### src/rtl/scoreboard_digit_sched.sv
// Two-player BCD scoreboard: vblank-only round-robin score updates plus
// beam-position to digit/glyph-row/glyph-column mapping for the digit renderer.
module scoreboard_digit_sched #(
    parameter int unsigned BAND_ROW    = 1,
    parameter int unsigned VBLANK_LINE = 240,
    parameter bit          LEAD_BLANK  = 1'b1
) (
    input  logic       clk,
    input  logic       reset,
    input  logic [8:0] hpos,
    input  logic [8:0] vpos,
    input  logic       display_on,
    input  logic [1:0] inc_req,
    input  logic       clr,
    output logic [3:0] digit,
    output logic [2:0] line,
    output logic [2:0] xofs,
    output logic       pix_en,
    output logic [1:0] inc_ack,
    output logic [1:0] inc_drop,
    output logic [7:0] score0,
    output logic [7:0] score1
);

    localparam int unsigned NPLAYER = 2;
    localparam int unsigned DIG_W   = 4;
    localparam int unsigned SCORE_W = 2 * DIG_W;
    localparam int unsigned POS_W   = 9;
    localparam int unsigned COL_W   = 8;

    localparam logic [DIG_W-1:0]   BLANK     = 4'hF;
    localparam logic [DIG_W-1:0]   DIGIT_MAX = 4'd9;
    localparam logic [SCORE_W-1:0] SCORE_MAX = 8'h99;

    typedef enum logic [1:0] {
        IDLE = 2'd0,
        ONES = 2'd1,
        TENS = 2'd2,
        DONE = 2'd3
    } state_t;

    state_t state_q, state_d;

    logic                              gnt_q, gnt_d;
    logic                              rr_q, rr_d;
    logic [NPLAYER-1:0]                pend_q, pend_d;
    logic [NPLAYER-1:0][SCORE_W-1:0]   score_q, score_d;
    logic [NPLAYER-1:0]                ack_q, ack_d;
    logic [NPLAYER-1:0]                drop_q, drop_d;

    logic [DIG_W-1:0]                  digit_q, digit_c;
    logic [2:0]                        line_q;
    logic [2:0]                        xofs_q;
    logic                              pix_en_q;

    logic                              vblank_c;
    logic                              grant_c;
    logic [NPLAYER-1:0]                busy_c;
    logic [SCORE_W-1:0]                cur_c;
    logic [COL_W-1:0]                  col_c;
    logic                              in_band_c;

    assign vblank_c = (vpos >= POS_W'(VBLANK_LINE));

    // Round-robin grant: rr breaks ties, a lone pending player always wins.
    assign grant_c = (&pend_q) ? rr_q : pend_q[1];

    // Score of the player currently owning the update sequence.
    assign cur_c = score_q[gnt_q];

    // Player whose update is in flight; its new requests are coalesced.
    always_comb begin
        busy_c = '0;
        for (int p = 0; p < int'(NPLAYER); p++) begin
            busy_c[p] = (state_q != IDLE) && (gnt_q == 1'(p));
        end
    end

    // Next-state, score update, pending capture, ack/drop generation.
    always_comb begin
        state_d = state_q;
        gnt_d   = gnt_q;
        rr_d    = rr_q;
        pend_d  = pend_q;
        score_d = score_q;
        ack_d   = '0;
        drop_d  = '0;

        unique case (state_q)
            IDLE: begin
                if (vblank_c && (|pend_q)) begin
                    gnt_d   = grant_c;
                    state_d = ONES;
                end
            end
            ONES: begin
                if (cur_c == SCORE_MAX) begin
                    state_d        = DONE;
                    ack_d[gnt_q]   = 1'b1;
                end else if (cur_c[DIG_W-1:0] == DIGIT_MAX) begin
                    score_d[gnt_q][DIG_W-1:0] = '0;
                    state_d                   = TENS;
                end else begin
                    score_d[gnt_q][DIG_W-1:0] = cur_c[DIG_W-1:0] + DIG_W'(1);
                    state_d                   = DONE;
                    ack_d[gnt_q]              = 1'b1;
                end
            end
            TENS: begin
                score_d[gnt_q][SCORE_W-1:DIG_W] = cur_c[SCORE_W-1:DIG_W] + DIG_W'(1);
                state_d                         = DONE;
                ack_d[gnt_q]                    = 1'b1;
            end
            DONE: begin
                pend_d[gnt_q] = 1'b0;
                rr_d          = ~gnt_q;
                state_d       = IDLE;
            end
            default: begin
                state_d = IDLE;
            end
        endcase

        for (int p = 0; p < int'(NPLAYER); p++) begin
            if (inc_req[p]) begin
                if (pend_q[p] || busy_c[p]) begin
                    drop_d[p] = 1'b1;
                end else begin
                    pend_d[p] = 1'b1;
                end
            end
        end

        if (clr) begin
            state_d = IDLE;
            pend_d  = '0;
            score_d = '0;
            ack_d   = '0;
            drop_d  = '0;
        end
    end

    // FSM state register.
    always_ff @(posedge clk or negedge reset) begin
        if (!reset) begin
            state_q <= IDLE;
        end else begin
            state_q <= state_d;
        end
    end

    // Scores, arbitration state and handshake pulses.
    always_ff @(posedge clk or negedge reset) begin
        if (!reset) begin
            gnt_q   <= 1'b0;
            rr_q    <= 1'b0;
            pend_q  <= '0;
            score_q <= '0;
            ack_q   <= '0;
            drop_q  <= '0;
        end else begin
            gnt_q   <= gnt_d;
            rr_q    <= rr_d;
            pend_q  <= pend_d;
            score_q <= score_d;
            ack_q   <= ack_d;
            drop_q  <= drop_d;
        end
    end

    // Column bits above the pixel-pair bit: [2:0] glyph column, [6:3] slot, [7] right half.
    assign col_c     = COL_W'(hpos >> 1);
    assign in_band_c = (vpos[8:4] == 5'(BAND_ROW)) && !col_c[7];

    // Slot to digit selection from the live score registers.
    always_comb begin
        digit_c = BLANK;
        if (in_band_c) begin
            unique case (col_c[6:3])
                4'd0: digit_c = (LEAD_BLANK && (score_q[0][SCORE_W-1:DIG_W] == '0))
                                ? BLANK : score_q[0][SCORE_W-1:DIG_W];
                4'd1: digit_c = score_q[0][DIG_W-1:0];
                4'd4: digit_c = (LEAD_BLANK && (score_q[1][SCORE_W-1:DIG_W] == '0))
                                ? BLANK : score_q[1][SCORE_W-1:DIG_W];
                4'd5: digit_c = score_q[1][DIG_W-1:0];
                default: digit_c = BLANK;
            endcase
        end
    end

    // Render outputs registered together so they stay aligned.
    always_ff @(posedge clk or negedge reset) begin
        if (!reset) begin
            digit_q  <= BLANK;
            line_q   <= '0;
            xofs_q   <= '0;
            pix_en_q <= 1'b0;
        end else begin
            digit_q  <= digit_c;
            line_q   <= vpos[3:1];
            xofs_q   <= col_c[2:0];
            pix_en_q <= display_on;
        end
    end

    assign digit    = digit_q;
    assign line     = line_q;
    assign xofs     = xofs_q;
    assign pix_en   = pix_en_q;
    assign inc_ack  = ack_q;
    assign inc_drop = drop_q;
    assign score0   = score_q[0];
    assign score1   = score_q[1];

endmodule

### config.mk
export PLATFORM = sky130hd
export DESIGN_NAME = scoreboard_digit_sched
export DESIGN_NICKNAME = d
export VERILOG_FILES = /design/src/rtl/scoreboard_digit_sched.sv
export SDC_FILE = /design/constraint.sdc
export NUM_CORES = 1
export LEC_CHECK = 0
export CORE_ASPECT_RATIO = 2
export CORE_MARGIN = 2
export CORE_UTILIZATION = 55
export CTS_BUF_LIST = sky130_fd_sc_hd__clkbuf_4
export DETAILED_ROUTE_END_ITERATION = 10
export GPL_TIMING_DRIVEN = 1
export PLACE_DENSITY_LB_ADDON = 0.08
export SYNTH_ARGS = -nofsm -noshare
export SYNTH_HDL_FRONTEND = slang
export SYNTH_SLANG_ARGS = --single-unit
### constraint.sdc
create_clock -name clk -period 6.9 [get_ports clk]
set_input_delay 1.38 -clock clk [delete_from_list [all_inputs] [get_ports clk]]
set_output_delay 1.38 -clock clk [all_outputs]
set_load 0.05 [all_outputs]
; ---- Yosys cells after proc, flatten, opt, wreduce, memory -nomap -nowiden
; Index checks and enable logic that the tools add are counted.
; Widths: inputs -> output; s select.
[totals]
word_cells = 89
out_inout_bits = 31
ram_bits = 0
memories = 0
rom_bits = 0
register_bits = 37
inputBits = 24
latchBits = 0
[op_classes]
n_eq_ne = 11
n_shift = 0
bitwise = 3
mul = 0
n_div = 0
mux = 40
add_sub_neg = 2
reduce_logical = 18
magnitude_cmp = 3
[op_table]
columns = op, count
row1 = $bwmux 16, 3
row2 = $mux 16, 3
row3 = $pmux 16 s2, 1
row4 = $mux 8, 3
row5 = $demux 8 s1, 2
row6 = $mux 2, 8
row7 = $mux 4, 4
row8 = $pmux 4 s4, 1
row9 = $logic_not 4->1, 3
row10 = $mux 1, 12
row11 = $ge 9x8->1 const B, 1
row12 = $add 4x1->4 const B, 2
row13 = $eq 4x3->1 const B, 2
row14 = $eq 8x8->1 const B, 1
row15 = $pmux 2 s4, 1
row16 = $ne 3x3->1 const B, 2
row17 = $reduce_and 2->1, 3
row18 = $eq 5x1->1 const B, 1
row19 = $logic_and 1x1->1, 5
row20 = $eq 2x2->1 const B, 2
row21 = $eq 4x1->1 const B, 1
row22 = $eq 4x4->1 const B, 1
row23 = $pmux 2 s2, 1
row24 = $reduce_bool 3->1, 1
row25 = other kinds (12), 13

; ---- Logic depth before layout (Yosys ltp)
[logic_depth]
depth_word = 10
depth_mapped = 10
mapped_depth_nobuf = 7

; ---- Least setup slack after synthesis
; Ideal clock, no wire load.
[synth_path]
kind = register to register
start = register gnt_q
end = register score_q (netlist bit score0[4])
path_buffers = 3
arrival_ns = 2.279
path_slack_ns = 4.496
stages_incl_launch_ff = 10
t_required_ns = 6.775
period_less_slack_ns = 2.404
cell_sequence = dfrtp_1 buf_6 buf_2 buf_2 mux2i_1 ha_1 nand3b_1 or2_1 a31oi_2 mux2_2
[synth_via]
elab_chain_len = 7
elab_cells_between_ends = 20
cone_classes = add/sub (1) / order compare (2) / eq/ne (3) / mux (12) / reduce/logical (2)
[synth_lines]
columns = item, line_no
row1 = "start, declared", 44  ; logic gnt_q, gnt_d;
row2 = "start signal, assigned", 162  ; gnt_q <= gnt_d;
row3 = "parallel branches: the longest is 7 deep, another holds $add 4x1->4", -
row4 = "end signal, assigned", 165  ; score_q <= score_d;
row5 = "end, declared", 47  ; logic [NPLAYER-1:0][SCORE_W-1:0] score_q, score_d;
; Parallel ways; which one is timed is not known. The select of a mux whose other input is x is not followed.
; A chain may end at the register's enable or synchronous reset.

; ---- Worst setup path after layout
[layout_path]
start = input clr
end = register score_q (netlist bit score0[2])
[layout_via]
elab_chain_len = 2
elab_cells_between_ends = 4
cone_classes = eq/ne (1) / mux (1) / reduce/logical (2)
[layout_lines]
columns = item, line_no
row1 = "start, declared", 14  ; input logic clr,
row2 = $ne 3x3->1 (no line) / $reduce_bool 3->1 (equally long branches), -
row3 = $reduce_and 2->1 (no line), -
; Several ways; a longest one is shown, not always the timed one.

==> results.cfg <==
[status]
status = finished, final reports clean

[drt]
routedWlPerCell_um = 15.97
drc = 0
wirelength_mm = 5.221
drt_iter0_drc = 32
wl_met1_mm = 1.860
drt_pass1_iterations = 4
routed_via_density = 5.813
routed-wl-met3_um = 251
wl_met2_mm = 2.986
ant_nets = 0
top_layer_used = met4
vias = 1901

[timing]
worst_pin_slew_ps = 900.5
final.min_clock_period_ps = 3221
post-route-worst-setup-slack_ps = 3679
grt_setup_unrepaired = false
clock.fmax_mhz = 310.5
fin_crit_sh_pct = 46.68
tns_ps = 0
fin_skew_ps = 6.820
hold_viol_final = 0
slew_violations = 0
slew_headroom_pct = 39.96
setup-violations-final = 0

[clock_network]
htreeDepth = 2
postCtsHoldBufs = 0
cts.sinks = 37
cts_tree = built
post_cts.repair.setup_buffers = 0
numCtsBuffers = 5
insertion_delay_ps = 340
cts_buffer_depth = 2
cts.reportedPaths.clkPinSlew_ps = 110
post_cts_resize_count = 0
ctsRootBufferMaster = clkbuf_4

[final_layout]
fin_nets = 308
most-common-layout-cells = 51 x clkdlybuf4s50_1, 33 x dfrtp_1, 23 x nor2_1
area_growth_pct = 27.50
final_area_um2 = 2790
fin_util_pct = 72.59
final_layout_size_suffix_gt1_share_pct = 9.783
fin_cells = 327
layout_commonest_cell = clkdlybuf4s50_1
diodes = 0

[critical_path]
worst-setup-path-type = input pin to flip-flop
startpoint_type = input pin
r2r_cells = 6
path_max_fanout = 22
critPathCaptureType = flip-flop
crit_required_ps = 7140
cp.arrival_ps = 3460

[power_and_ir_drop]
p_int_w = 0.0004741
p_comb_share_pct = 38.2
switching_share_pct = 39.54
power_switching_w = 0.0003101
vdd_drop_max_mv = 0.2209
power_frac_clock_pct = 23.4
seqPwrFrac_pct = 38.4
leakage_nw = 1.149
p_per_area_nw_per_um2 = 281.0

[flow_run]
max_cap_viol_count = 0

[global_route]
grt_pass1_wl_mm = 8.659
grt_start_max_net_pins = 38
grt_pass1_vias = 1899
antenna_found_initial = 0
grt-ovfl-total = 0
grt_usage_pct = 24.71

[synth]
syn-num-nets = 260
ys_seq_area_share_pct = 42.54
avgSynthCellArea_um2 = 9.640
synth_edf_count = 0
ys_async_sr_fraction_pct = 100.0
ys_ff_latch = 37
syn_inst = 227
ys_types = 53
syn_area_um2 = 2188
ys.flop_type = dfrtp_1
yosys_warnings = 0

[die]
initial_core_util_pct = 56.93
die_area_um2 = 4530
num_rows = 32
fp.dieW_um = 48.60
core_area_um2 = 3844
fp.dieH_um = 93.21
num_io_pins = 55

[placement]
io_buffer_count = 52
pre_cts_ws_ps = 3334
dp_cells = 319
hpwl_mm = 3.902
place_area_um2 = 2688
routabilityCongestion = 0.8292

[worst_hold_path]
whs_path_depth = 1
hold_path_class = flip-flop to flip-flop
power by group through the flow:
| stage | combinational (W) | clock (W) | sequential (W) |
|---|---|---|---|
| after global placement | 0.000294 | 0 | 0.000304 |
| after global routing | 0.000326 | 0.000196 | 0.000308 |
| after detailed placement | 0.000300 | 0 | 0.000305 |
| after CTS | 0.000303 | 0.000188 | 0.000301 |
| after floorplan | 0.000191 | 0 | 0.000327 |
| final | 0.000299 | 0.000183 | 0.000301 |
final cells by class:
| type | instances | area (um2) |
|---|---|---|
| clock buffers | 5 | 37.54 |
| clock inverters | 3 | 65.06 |
| fillers | 319 | 1054 |
| inverters | 14 | 52.55 |
| multi-input cells | 165 | 1125 |
| flip-flops and latches | 37 | 930.9 |
| well taps | 51 | 63.81 |
| repair buffers | 52 | 515.5 |
metal layers:
layer  up-vias  global-route usage [%]
li1        908                       -
met3        13                   4.633
met4         0                   12.38
met5         -                       0
met2        59                   47.15
met1       921                   24.74
worst paths after layout:
path,start,to,slack (ps)
hold reg to reg,rr_q,rr_q,530
setup reg to reg,gnt_q,score0[5],3960
setup / recovery,clr,score0[2],3680
max in group asynchronous,reset,score0[1],5280
hold / removal,rr_q,rr_q,530
min in group asynchronous,reset,line[2],1110
through the flow:
step	hold WS, ps	power, W
after floorplan	481.0	0.0005175
after global placement	509.2	0.0005980
after detailed placement	514.5	0.0006048
after CTS	541.4	0.0007910
after global routing	565.4	0.0008303
final	532.1	0.0007841
cell usage after synthesis, types with 3 or more instances:
cell type  number  area share (%)
nand3_1         3            0.69
mux2i_1         8             3.7
mux2_2          4             2.1
xor2_1          4             1.6
o21ai_0         9             2.1
a21oi_1        15             3.4
nor3b_1         5             1.7
clkbuf_1        4            0.69
o31ai_1         3             1.0
nor3_1         16             3.7
dfrtp_1        33              38
nand4b_1        3             1.2
buf_2           3            0.69
inv_1          13             2.2
nand3b_1        4             1.4
dfstp_2         4             4.8
nand2_1        14             2.4
nor2_1         23             3.9
xnor2_1         4             1.6
a211o_1         3             1.2
ha_1            9             5.1
sequential cells by signal, summed over array words and instances, names as in the netlist, 2 cells and up:
| signal | flops |
|---|---|
| digit | 4 |
| inc_ack | 2 |
| inc_drop | 2 |
| line | 3 |
| pend_q | 2 |
| score0 | 8 |
| score1 | 8 |
| state_q | 2 |
| xofs | 3 |
critical path, cell delays in order:
cell	delay [ps]
clkdlybuf4s50_1	820
nand4bb_1	400
o22ai_1	440
o32ai_1	170
a22o_2	250
cell families (layout without fill, tap and decap cells):
kind of cell,Yosys count,after routing,share of synthesized area (%)
DFF,37,37,42.54
buffers and inverters,25,74,6.060
xor gates and xnor gates,8,8,3.202
AOI/OAI and AO/OA,48,48,14.58
and+or+nand+nor,87,87,22.07
adders and majority gates,9,9,5.146
muxes,13,13,6.403
(Power assumes the default switching activity.)
